File: config.mk
export PLATFORM = sky130hd
export DESIGN_NAME = wide_add_sequencer
export DESIGN_NICKNAME = d
export VERILOG_FILES = /design/src/rtl/wide_add_sequencer.sv
export SDC_FILE = /design/constraint.sdc
export NUM_CORES = 1
export LEC_CHECK = 0
export ABC_CLOCK_PERIOD_IN_PS = 12500
export BUFFER_PORTS_ARGS = -buffer_cell sky130_fd_sc_hd__buf_4
export CORE_AREA = 2 2 192 194
export CTS_CLUSTER_DIAMETER = 50
export DETAILED_ROUTE_END_ITERATION = 6
export DIE_AREA = 0 0 194 196
export GPL_TIMING_DRIVEN = 0
export HOLD_SLACK_MARGIN = 0.15
export PLACE_DENSITY = 0.86
export SETUP_SLACK_MARGIN = 0.2
export SYNTH_ARGS = -nofsm -noshare
export SYNTH_HDL_FRONTEND = slang
export SYNTH_SLANG_ARGS = --single-unit
File: constraint.sdc
create_clock -name clk -period 12.5 [get_ports clk]
set_clock_uncertainty 0.15 [all_clocks]
set_input_delay 0 -clock clk [delete_from_list [all_inputs] [get_ports clk]]
set_output_delay 0 -clock clk [all_outputs]
set_load 0.01 [all_outputs]
File: src/rtl/wide_add_sequencer.sv
// wide_add_sequencer
//
// Purpose: computes WIDTH*WORDS-bit A+B or A-B by running one shared
// WIDTH-bit combinational adder once per word, least-significant word
// first. The block owns the carry chain, the B inversion for subtract, the
// assembly of the result words and the signed-overflow flag. Operands arrive
// over a valid/ready request port, and the result leaves over a valid/ready
// result port.
//
// Ports:
//   clk, rst         rising-edge clock, asynchronous active-high reset
//   in_valid/ready   operand request handshake (ready only while idle)
//   op_a, op_b, sub  N-bit operands; sub=1 selects A-B
//   out_valid/ready  result handshake (result held until accepted)
//   result           A +/- B modulo 2^N
//   cout             carry out of bit N-1 (for subtract 1 = no borrow)
//   overflow         two's-complement overflow of the N-bit operation
//   add_a/b/cin      drive the shared adder, zero whenever not iterating
//   add_sum/cout     shared adder outputs, combinational within one cycle
module wide_add_sequencer #(
  parameter int WIDTH = 32,
  parameter int WORDS = 4
) (
  input  logic                   clk,
  input  logic                   rst,
  input  logic                   in_valid,
  output logic                   in_ready,
  input  logic [WIDTH*WORDS-1:0] op_a,
  input  logic [WIDTH*WORDS-1:0] op_b,
  input  logic                   sub,
  output logic                   out_valid,
  input  logic                   out_ready,
  output logic [WIDTH*WORDS-1:0] result,
  output logic                   cout,
  output logic                   overflow,
  output logic [WIDTH-1:0]       add_a,
  output logic [WIDTH-1:0]       add_b,
  output logic                   add_cin,
  input  logic [WIDTH-1:0]       add_sum,
  input  logic                   add_cout
);

  localparam int IDXW = (WORDS > 1) ? $clog2(WORDS) : 1;
  localparam logic [IDXW-1:0] LAST_IDX = IDXW'(WORDS - 1);

  typedef enum logic [1:0] {IDLE, RUN, DONE} state_t;

  state_t                        state;
  logic [WORDS-1:0][WIDTH-1:0]   a_reg;
  logic [WORDS-1:0][WIDTH-1:0]   b_reg;
  logic [WORDS-1:0][WIDTH-1:0]   res_reg;
  logic                          carry;
  logic [IDXW-1:0]               idx;
  logic                          last_word;
  logic                          a_msb;
  logic                          beff_msb;

  assign last_word = (idx == LAST_IDX);
  assign a_msb     = a_reg[WORDS-1][WIDTH-1];
  assign beff_msb  = b_reg[WORDS-1][WIDTH-1];

  assign in_ready  = (state == IDLE);
  assign out_valid = (state == DONE);
  assign result    = res_reg;

  // The adder sees operands only while iterating so it stays quiet otherwise.
  always_comb begin
    add_a   = '0;
    add_b   = '0;
    add_cin = 1'b0;
    if (state == RUN) begin
      add_a   = a_reg[idx];
      add_b   = b_reg[idx];
      add_cin = carry;
    end
  end

  // B is stored already inverted for subtract and the chain starts with
  // carry=1, so the same adder pass computes A + ~B + 1 = A - B.
  always_ff @(posedge clk or posedge rst) begin
    if (rst) begin
      state    <= IDLE;
      a_reg    <= '0;
      b_reg    <= '0;
      res_reg  <= '0;
      carry    <= 1'b0;
      idx      <= '0;
      cout     <= 1'b0;
      overflow <= 1'b0;
    end else begin
      case (state)
        IDLE: begin
          if (in_valid) begin
            a_reg   <= op_a;
            b_reg   <= sub ? ~op_b : op_b;
            carry   <= sub;
            idx     <= '0;
            res_reg <= '0;
            state   <= RUN;
          end
        end
        RUN: begin
          res_reg[idx] <= add_sum;
          carry        <= add_cout;
          if (last_word) begin
            // Signed overflow: operands of equal sign giving a sum of the
            // other sign. The top sum bit is the result MSB on this word.
            cout     <= add_cout;
            overflow <= (a_msb == beff_msb) && (add_sum[WIDTH-1] != a_msb);
            state    <= DONE;
          end else begin
            idx <= idx + 1'b1;
          end
        end
        DONE: begin
          if (out_ready) begin
            state <= IDLE;
          end
        end
        default: state <= IDLE;
      endcase
    end
  end

endmodule

==> results.txt, run 1 <==
Resized cells post-CTS: 0
Standard-cell rows: 70
Number of flops mapped to enable cells by yosys: 0
Syn. warnings: 0
Yosys reg bits: 391
H-Tree Depth: 2
Post CTS Setup Buffer Count: 0
Commonest cells post-synth: nand2_1 (517), dfrtp_1 (391), xnor2_1 (128)
Syn avg cell area: 11.0 um2
Synth async-reset ratio: 100%
Mux cell area share after synthesis: 10.3%
Synth cell types: 30
Max clock buf depth: 3
Placer Congestion: 0.915
# hold bufs at CTS: 533
I/O pin count: 491
Top-area cell type share of the netlist area: 55.2%
Root Driver: clkbuf_16
Synth Flop Type: dfrtp_1
IO buf count: 489
Synth Area in Compound Gates: 8.54%
DP Area: 22,100 um2
Most frequent cell after synthesis: nand2_1
Largest family of logic cells by synthesized area: simple AND/OR/NAND/NOR gates
Status: stopped before the end
CTS sink count: 391
Top cells by area, synth: dfrtp_1 (55%), nand2_1 (11%), mux4_2 (8.1%)
Initial Utilization: 49.2%
Post-Synth Simple-Gate Area: 15.1%
Num CTS Buffers: 45
Syn Nets: 1,913
Largest area contributor in the synthesized netlist: dfrtp_1
Post-Syn Instances: 1,614
Die width: 194 um
DP Wirelength: 42.3 mm
Stage reached: 4_1_cts
Post-Synth Adder-Cell Area: 0.353%
Syn Std Cell Area: 17,700 um2
Error msg: [ERROR RSZ-0060] Max buffer count reached.
Chip Height: 196 um
Seq/Total Area, Yosys: 55.2%
Synth Area in XOR/XNOR: 6.32%
metrics by stage:
step                      util (%)  setup slack, ns  hold WS [ns]  cells
after floorplan                  -             1.48       -0.0446   1614
after global placement        61.0            -2.31        0.0429   2571
after detailed placement      61.1             9.30        0.0419   2573
kinds of logic after synthesis:
logic type,after synthesis
DFF,391
and+or+nand+nor,632
muxes,99
buffers and inverters,130
AOI/OAI and AO/OA,229
xor gates and xnor gates,128
adders and majority gates,5
==> inputs of run 2 (changes only) <==
==> config.mk (replaced) <==
export PLATFORM = sky130hd
export DESIGN_NAME = wide_add_sequencer
export DESIGN_NICKNAME = d
export VERILOG_FILES = /design/src/rtl/wide_add_sequencer.sv
export SDC_FILE = /design/constraint.sdc
export NUM_CORES = 1
export LEC_CHECK = 0
export ABC_CLOCK_PERIOD_IN_PS = 12500
export BUFFER_PORTS_ARGS = -buffer_cell sky130_fd_sc_hd__buf_4
export CORE_UTILIZATION = 40
export DETAILED_ROUTE_END_ITERATION = 6
export GPL_TIMING_DRIVEN = 0
export PLACE_DENSITY_LB_ADDON = 0.15
export SYNTH_ARGS = -nofsm -noshare
export SYNTH_HDL_FRONTEND = slang
export SYNTH_SLANG_ARGS = --single-unit
==> results.txt, run 2 <==
Status: finished, final reports clean
Post CTS Setup Buffer Count: 0
Maxcap violations: 0
DR vias: 16.1k
Post-Route WL: 65.2 mm
ANT nets after route: 0
Initial Utilization: 40.9%
Syn Std Cell Area: 17,700 um2
Worst Path Arrival: 3.48 ns
Gr ovfl total: 0
CP Capture Type: flop
Vias per Instance: 5.08
Leakage power: 13.5 nW
Hold WS: 0.0135 ns
Fin crit share: 25.0%
Placer Congestion: 0.878
First-pass GRT wire length: 99.7 mm
Standard-cell rows: 76
Crit-path cells: buf_2, buf_1, inv_1, ha_1, and3b_1, buf_2, nor2_2, buf_2, a22o_1
Initial drt markers: 1,057
CP Launch Type: flop
Pwr/cell area: 229 nW/um2
Antenna violations before repair: 13
Worst slew pin tran: 0.803 ns
Leading cell type in the layout, fill and taps excluded: nand2_1
Syn. warnings: 0
Unrepaired setup endpoints after global routing: false
Commonest cells post-synth: nand2_1 (517), dfrtp_1 (391), xnor2_1 (128)
Fin crit period: 3.12 ns
Seq/Total Area, Yosys: 55.2%
Relative slew slack: 46.4%
Core ar.: 43,400 um2
Vias in the first global route: 17.1k
CTS clk-pin slew, worst paths: 0.06 ns
Number of flops mapped to enable cells by yosys: 0
Crit-path slowest cell: buf_1
Most frequent cell after synthesis: nand2_1
Num CTS Buffers: 45
Synth async-reset ratio: 100%
Crit Path Class: flop to flop
Worst VDD drop: 137 uV
Synthesis-to-finish area growth: 55.1%
# hold bufs at CTS: 377
H-Tree Depth: 2
Chip Height: 213 um
Clk Latency, worst-skew pair: 0.59 ns
Largest net degree at the start of global routing: 107
Syn avg cell area: 11.0 um2
Fill cells: 3,403
Syn Nets: 1,913
CTS sink count: 391
Pre-antenna DRT Iters: 5
Commonest cells after routing, fill and taps aside: nand2_1 (517), buf_4 (507), dfrtp_1 (391)
Post-layout total power: 0.00630 W
Post-Syn Instances: 1,614
Max Slew Vio Count: 0
Hold Crit Class: input port to flop
Root Driver: clkbuf_16
Top cells by area, synth: dfrtp_1 (55%), nand2_1 (11%), mux4_2 (8.1%)
WL per Instance: 20.6 um
CTS tree: yes
Gr usage total: 29.0%
Core Util, Final: 63.4%
WP data required: 12.85 ns
Synth cell types: 30
I/O pin count: 491
Layout cells sized above 1: 29.1%
Resized cells post-CTS: 0
Nets@finish: 2,829
Die area: 45,200 um2
Die width: 213 um
Max Clk Rate: 0.320 GHz
IO buf count: 489
CP max FO: 10
Max clock buf depth: 3
Crit-path most repeated cell: buf_2
DP Wirelength: 43.4 mm
DR DRC count: 0
Yosys reg bits: 391
CP max stage delay: 0.59 ns
Largest area contributor in the synthesized netlist: dfrtp_1
Top-area cell type share of the netlist area: 55.2%
Synth Flop Type: dfrtp_1
Setup Viol. Count Final: 0
Post-route setup TNS: 0 ns
Final Hold Viols: 0
run 2: cell counts after synthesis:
No cell type changed its count.
run 2: worst paths after layout:
check                           start         end  slack, ns  depth (start not counted)
hold reg to reg            a_reg[124]  a_reg[124]       0.32                          2
setup / recovery               idx[1]  result[56]       9.38                          9
setup reg to reg               idx[1]  result[56]       9.38                          9
min in group asynchronous         rst   b_reg[49]       0.57                          4
max in group asynchronous         rst   a_reg[44]      10.62                          5
hold / removal               op_a[94]   a_reg[94]       0.01                          4
run 2: cell type report:
| class | instances | area, um2 | share of cell area (%) |
|---|---|---|---|
| sequential | 391 | 9780 | 35.6 |
| antenna | 10 | 25.0 | 0.0910 |
| tap | 585 | 732 | 2.66 |
| clock buffer | 70 | 1340 | 4.87 |
| clock inverter | 13 | 138 | 0.500 |
| inverter | 4 | 22.5 | 0.0819 |
| buffer | 126 | 727 | 2.64 |
| timing repair buffer | 869 | 7530 | 27.4 |
| multi-input combinational | 1093 | 7210 | 26.2 |
run 2: kinds of logic after synthesis:
logic type	Yosys count	synth area share (%)
flip-flops	391	55.2
multiplexers	99	10.3
XOR/XNOR	128	6.32
AO/OA/AOI/OAI	229	8.54
buffers and inverters	130	4.18
AND/OR/NAND/NOR	632	15.1
adder cells (fa/ha/maj)	5	0.353
run 2: metrics by stage:
stage	setup slack (ns)	std cells	cell area, um2
after global placement	-3.00	2688	22100
after detailed placement	9.34	2691	22200
after floorplan	1.48	1614	17700
after CTS	9.26	3151	27500
after global routing	9.19	3161	27500
final	9.38	3161	27500
run 2: routing by layer:
metal / up-vias / part of all wire, % / global-route usage, % / wire length [um]
met2: 634 / 49 / 48.7 / 32100
met5: - / 0.052 / 0 / 34
met1: 8006 / 40 / 36.3 / 26300
met3: 152 / 6.9 / 6.41 / 4470
li1: 7256 / - / - / -
met4: 6 / 3.5 / 11.3 / 2300
run 2: critical path, delay by kind of cell, from the launching register on:
| family | cells | cell delay (ns) |
|---|---|---|
| adder cells (fa/ha/maj) | 1 | 0.22 |
| flip-flops | 1 | 0.46 |
| buffers and inverters | 5 | 1.62 |
| AND/OR/NAND/NOR | 2 | 0.41 |
| AO/OA/AOI/OAI | 1 | 0.18 |
run 2: where the power goes:
group	internal (W)	leakage (nW)	total (W)	switching (W)
combinational	0.00137	7.76	0.00282	0.00145
sequential	0.00182	4.96	0.00215	0.000329
clock	0.000781	0.735	0.00133	0.000553
total	0.00397	13.5	0.00630	0.00233
Power figures use the tool's default switching activity.
==> inputs of run 3 (changes only) <==
--- a/config.mk
+++ b/config.mk
@@ -5,7 +5,7 @@
 export SDC_FILE = /design/constraint.sdc
 export NUM_CORES = 1
 export LEC_CHECK = 0
-export ABC_CLOCK_PERIOD_IN_PS = 12500
+export ABC_CLOCK_PERIOD_IN_PS = 2730
 export BUFFER_PORTS_ARGS = -buffer_cell sky130_fd_sc_hd__buf_4
 export CORE_UTILIZATION = 40
 export DETAILED_ROUTE_END_ITERATION = 6
==> constraint.sdc (replaced) <==
create_clock -name clk -period 2.73 [get_ports clk]
set_clock_uncertainty 0.15 [all_clocks]
set_input_delay 0 -clock clk [delete_from_list [all_inputs] [get_ports clk]]
set_output_delay 0 -clock clk [all_outputs]
set_load 0.01 [all_outputs]
==> results.txt, run 3 (synthesis results as in run 2) <==
Root Driver: clkbuf_16
Relative slew slack: 47.2%
IO buf count: 489
Core Util, Final: 62.8%
Crit-path most repeated cell: clkbuf_2
Pre-antenna DRT Iters: 5
Gr ovfl total: 0
Die area: 45,200 um2
CP max stage delay: 0.42 ns
CTS clk-pin slew, worst paths: 0.06 ns
Fill cells: 3,528
Leading cell type in the layout, fill and taps excluded: nand2_1
Multi-input logic area: 7210 um2
Worst slew pin tran: 0.792 ns
Initial Utilization: 40.9%
First-pass GRT wire length: 97.1 mm
CP max FO: 10
Pwr/cell area: 1050 nW/um2
Num CTS Buffers: 44
Chip Height: 213 um
Placement-stage worst setup slack: -0.365 ns
Hold Crit Class: input port to flop
Fin crit share: 95.0%
CTS sink count: 391
Post CTS Setup Buffer Count: 0
Maxcap violations: 0
Synthesis-to-finish area growth: 53.6%
Max Clk Rate: 0.385 GHz
Standard-cell rows: 76
Initial drt markers: 1,210
Setup Viol. Count Final: 0
R2r worst-path depth: 9
ANT nets after route: 0
I/O pin count: 491
Layout cells sized above 1: 30.3%
Fin crit period: 2.59 ns
Crit Path Class: flop to primary output
CP Capture Type: primary output
WHS Endpoint: a_reg[7]
Commonest cells after routing, fill and taps aside: nand2_1 (517), buf_4 (507), dfrtp_1 (390)
Unrepaired setup endpoints after global routing: false
Clk Latency, worst-skew pair: 0.57 ns
WL per Instance: 20.4 um
Max clock buf depth: 3
Nets@finish: 2,799
Crit-path slowest cell: clkbuf_1
Worst r2r dst: result[17]
FF-to-FF Start: idx[1]
Worst Hold Depth: 4
R2R Setup Slk: 0.16 ns
Vias in the first global route: 17.0k
WP data required: 2.58 ns
CP Launch Type: flop
DP Wirelength: 44.0 mm
Worst Path Arrival: 2.44 ns
DR DRC count: 0
Crit-path cells: nor2b_1, clkbuf_2, clkbuf_2, clkbuf_1, and2_1, buf_4
Setup ws final: 0.136 ns
Vias per Instance: 5.08
CTS tree: yes
Hold path start: op_a[7]
Post-route setup TNS: 0 ns
Antenna violations before repair: 9
Hold WS: 0.0202 ns
Gr usage total: 28.3%
Post-Route WL: 63.9 mm
Final Hold Viols: 0
Leakage power: 13.4 nW
H-Tree Depth: 2
Core ar.: 43,400 um2
Placer Congestion: 0.883
Reg area: 9790 um2
Status: finished, final reports clean
Largest net degree at the start of global routing: 43
Die width: 213 um
Max Slew Vio Count: 0
Worst VDD drop: 683 uV
DR vias: 15.9k
-- run 3: cell types whose count changed in the layout (fill, tap and decap cells not counted), moves of 2 or more --
cell,delta
clkinvlp_4,+2
buf_12,+11
buf_16,-3
clkbuf_1,-13
buf_2,-3
buf_6,+2
clkbuf_4,+3
clkbuf_2,+10
dlygate4sd3_1,-37
inv_6,-2
-- run 3: where the power goes --
part | switching, W | total, W | internal (W) | leakage, nW
Sequential | 0.00146 | 0.00980 | 0.00834 | 4.96
Combinational | 0.00658 | 0.0129 | 0.00628 | 7.72
Clock | 0.00246 | 0.00590 | 0.00345 | 0.707
Total | 0.0105 | 0.0286 | 0.0181 | 13.4
-- run 3: worst max-delay path by stage --
stage / cells past startpoint / from / end / slack [ns]
finish: 6 / state[1] / add_a[20] / 0.14
global route: 9 / idx[1] / result[17] / 0.02
CTS: 9 / idx[1] / result[40] / 0.02
detailed placement: 8 / idx[1] / result[63] / -0.36
global placement: 2 / rst / a_reg[111] / -5.08
floorplan: 1 / rst / a_msb / -2.68
-- run 3: area by class of cell --
class | count | share of cell area, %
sequential | 391 | 35.9
clock buffer | 68 | 4.89
clock inverter | 12 | 0.335
inverter | 4 | 0.0689
tap | 585 | 2.69
multi-input combinational | 1093 | 26.5
antenna | 10 | 0.0918
buffer | 126 | 2.80
timing repair buffer | 840 | 26.8
-- run 3: worst max-delay path: cells and delay by family, from the launching register on --
kind	cells	cell delay (ns)
buffers and inverters	4	1.11
flip-flops	1	0.40
AND/OR/NAND/NOR	2	0.37
-- run 3: repair_timing --
action,in CTS,in global routing
hold buffers,340,0
endpoints found under the setup margin,159,64
resized for setup,16,5
endpoints found under the hold margin,601,0
-- run 3: layer usage --
metal | global-route usage (%) | vias up | share of wire (%)
met4 | 10.9 | 0 | 3.1
met2 | 47.7 | 562 | 49
met5 | 0 | - | 0
met1 | 35.5 | 8006 | 41
li1 | - | 7195 | -
met3 | 5.98 | 118 | 6.6
-- run 3: stage by stage --
| stage | cell area, um2 | std cells | total power (W) |
|---|---|---|---|
| 2_1_floorplan | 17700 | 1614 | 0.0169 |
| 3_3_place_gp | 22100 | 2688 | 0.0219 |
| 3_5_place_dp | 22400 | 2699 | 0.0222 |
| 4_1_cts | 27200 | 3119 | 0.0286 |
| 5_1_grt | 27200 | 3128 | 0.0303 |
| 6_report | 27300 | 3129 | 0.0286 |
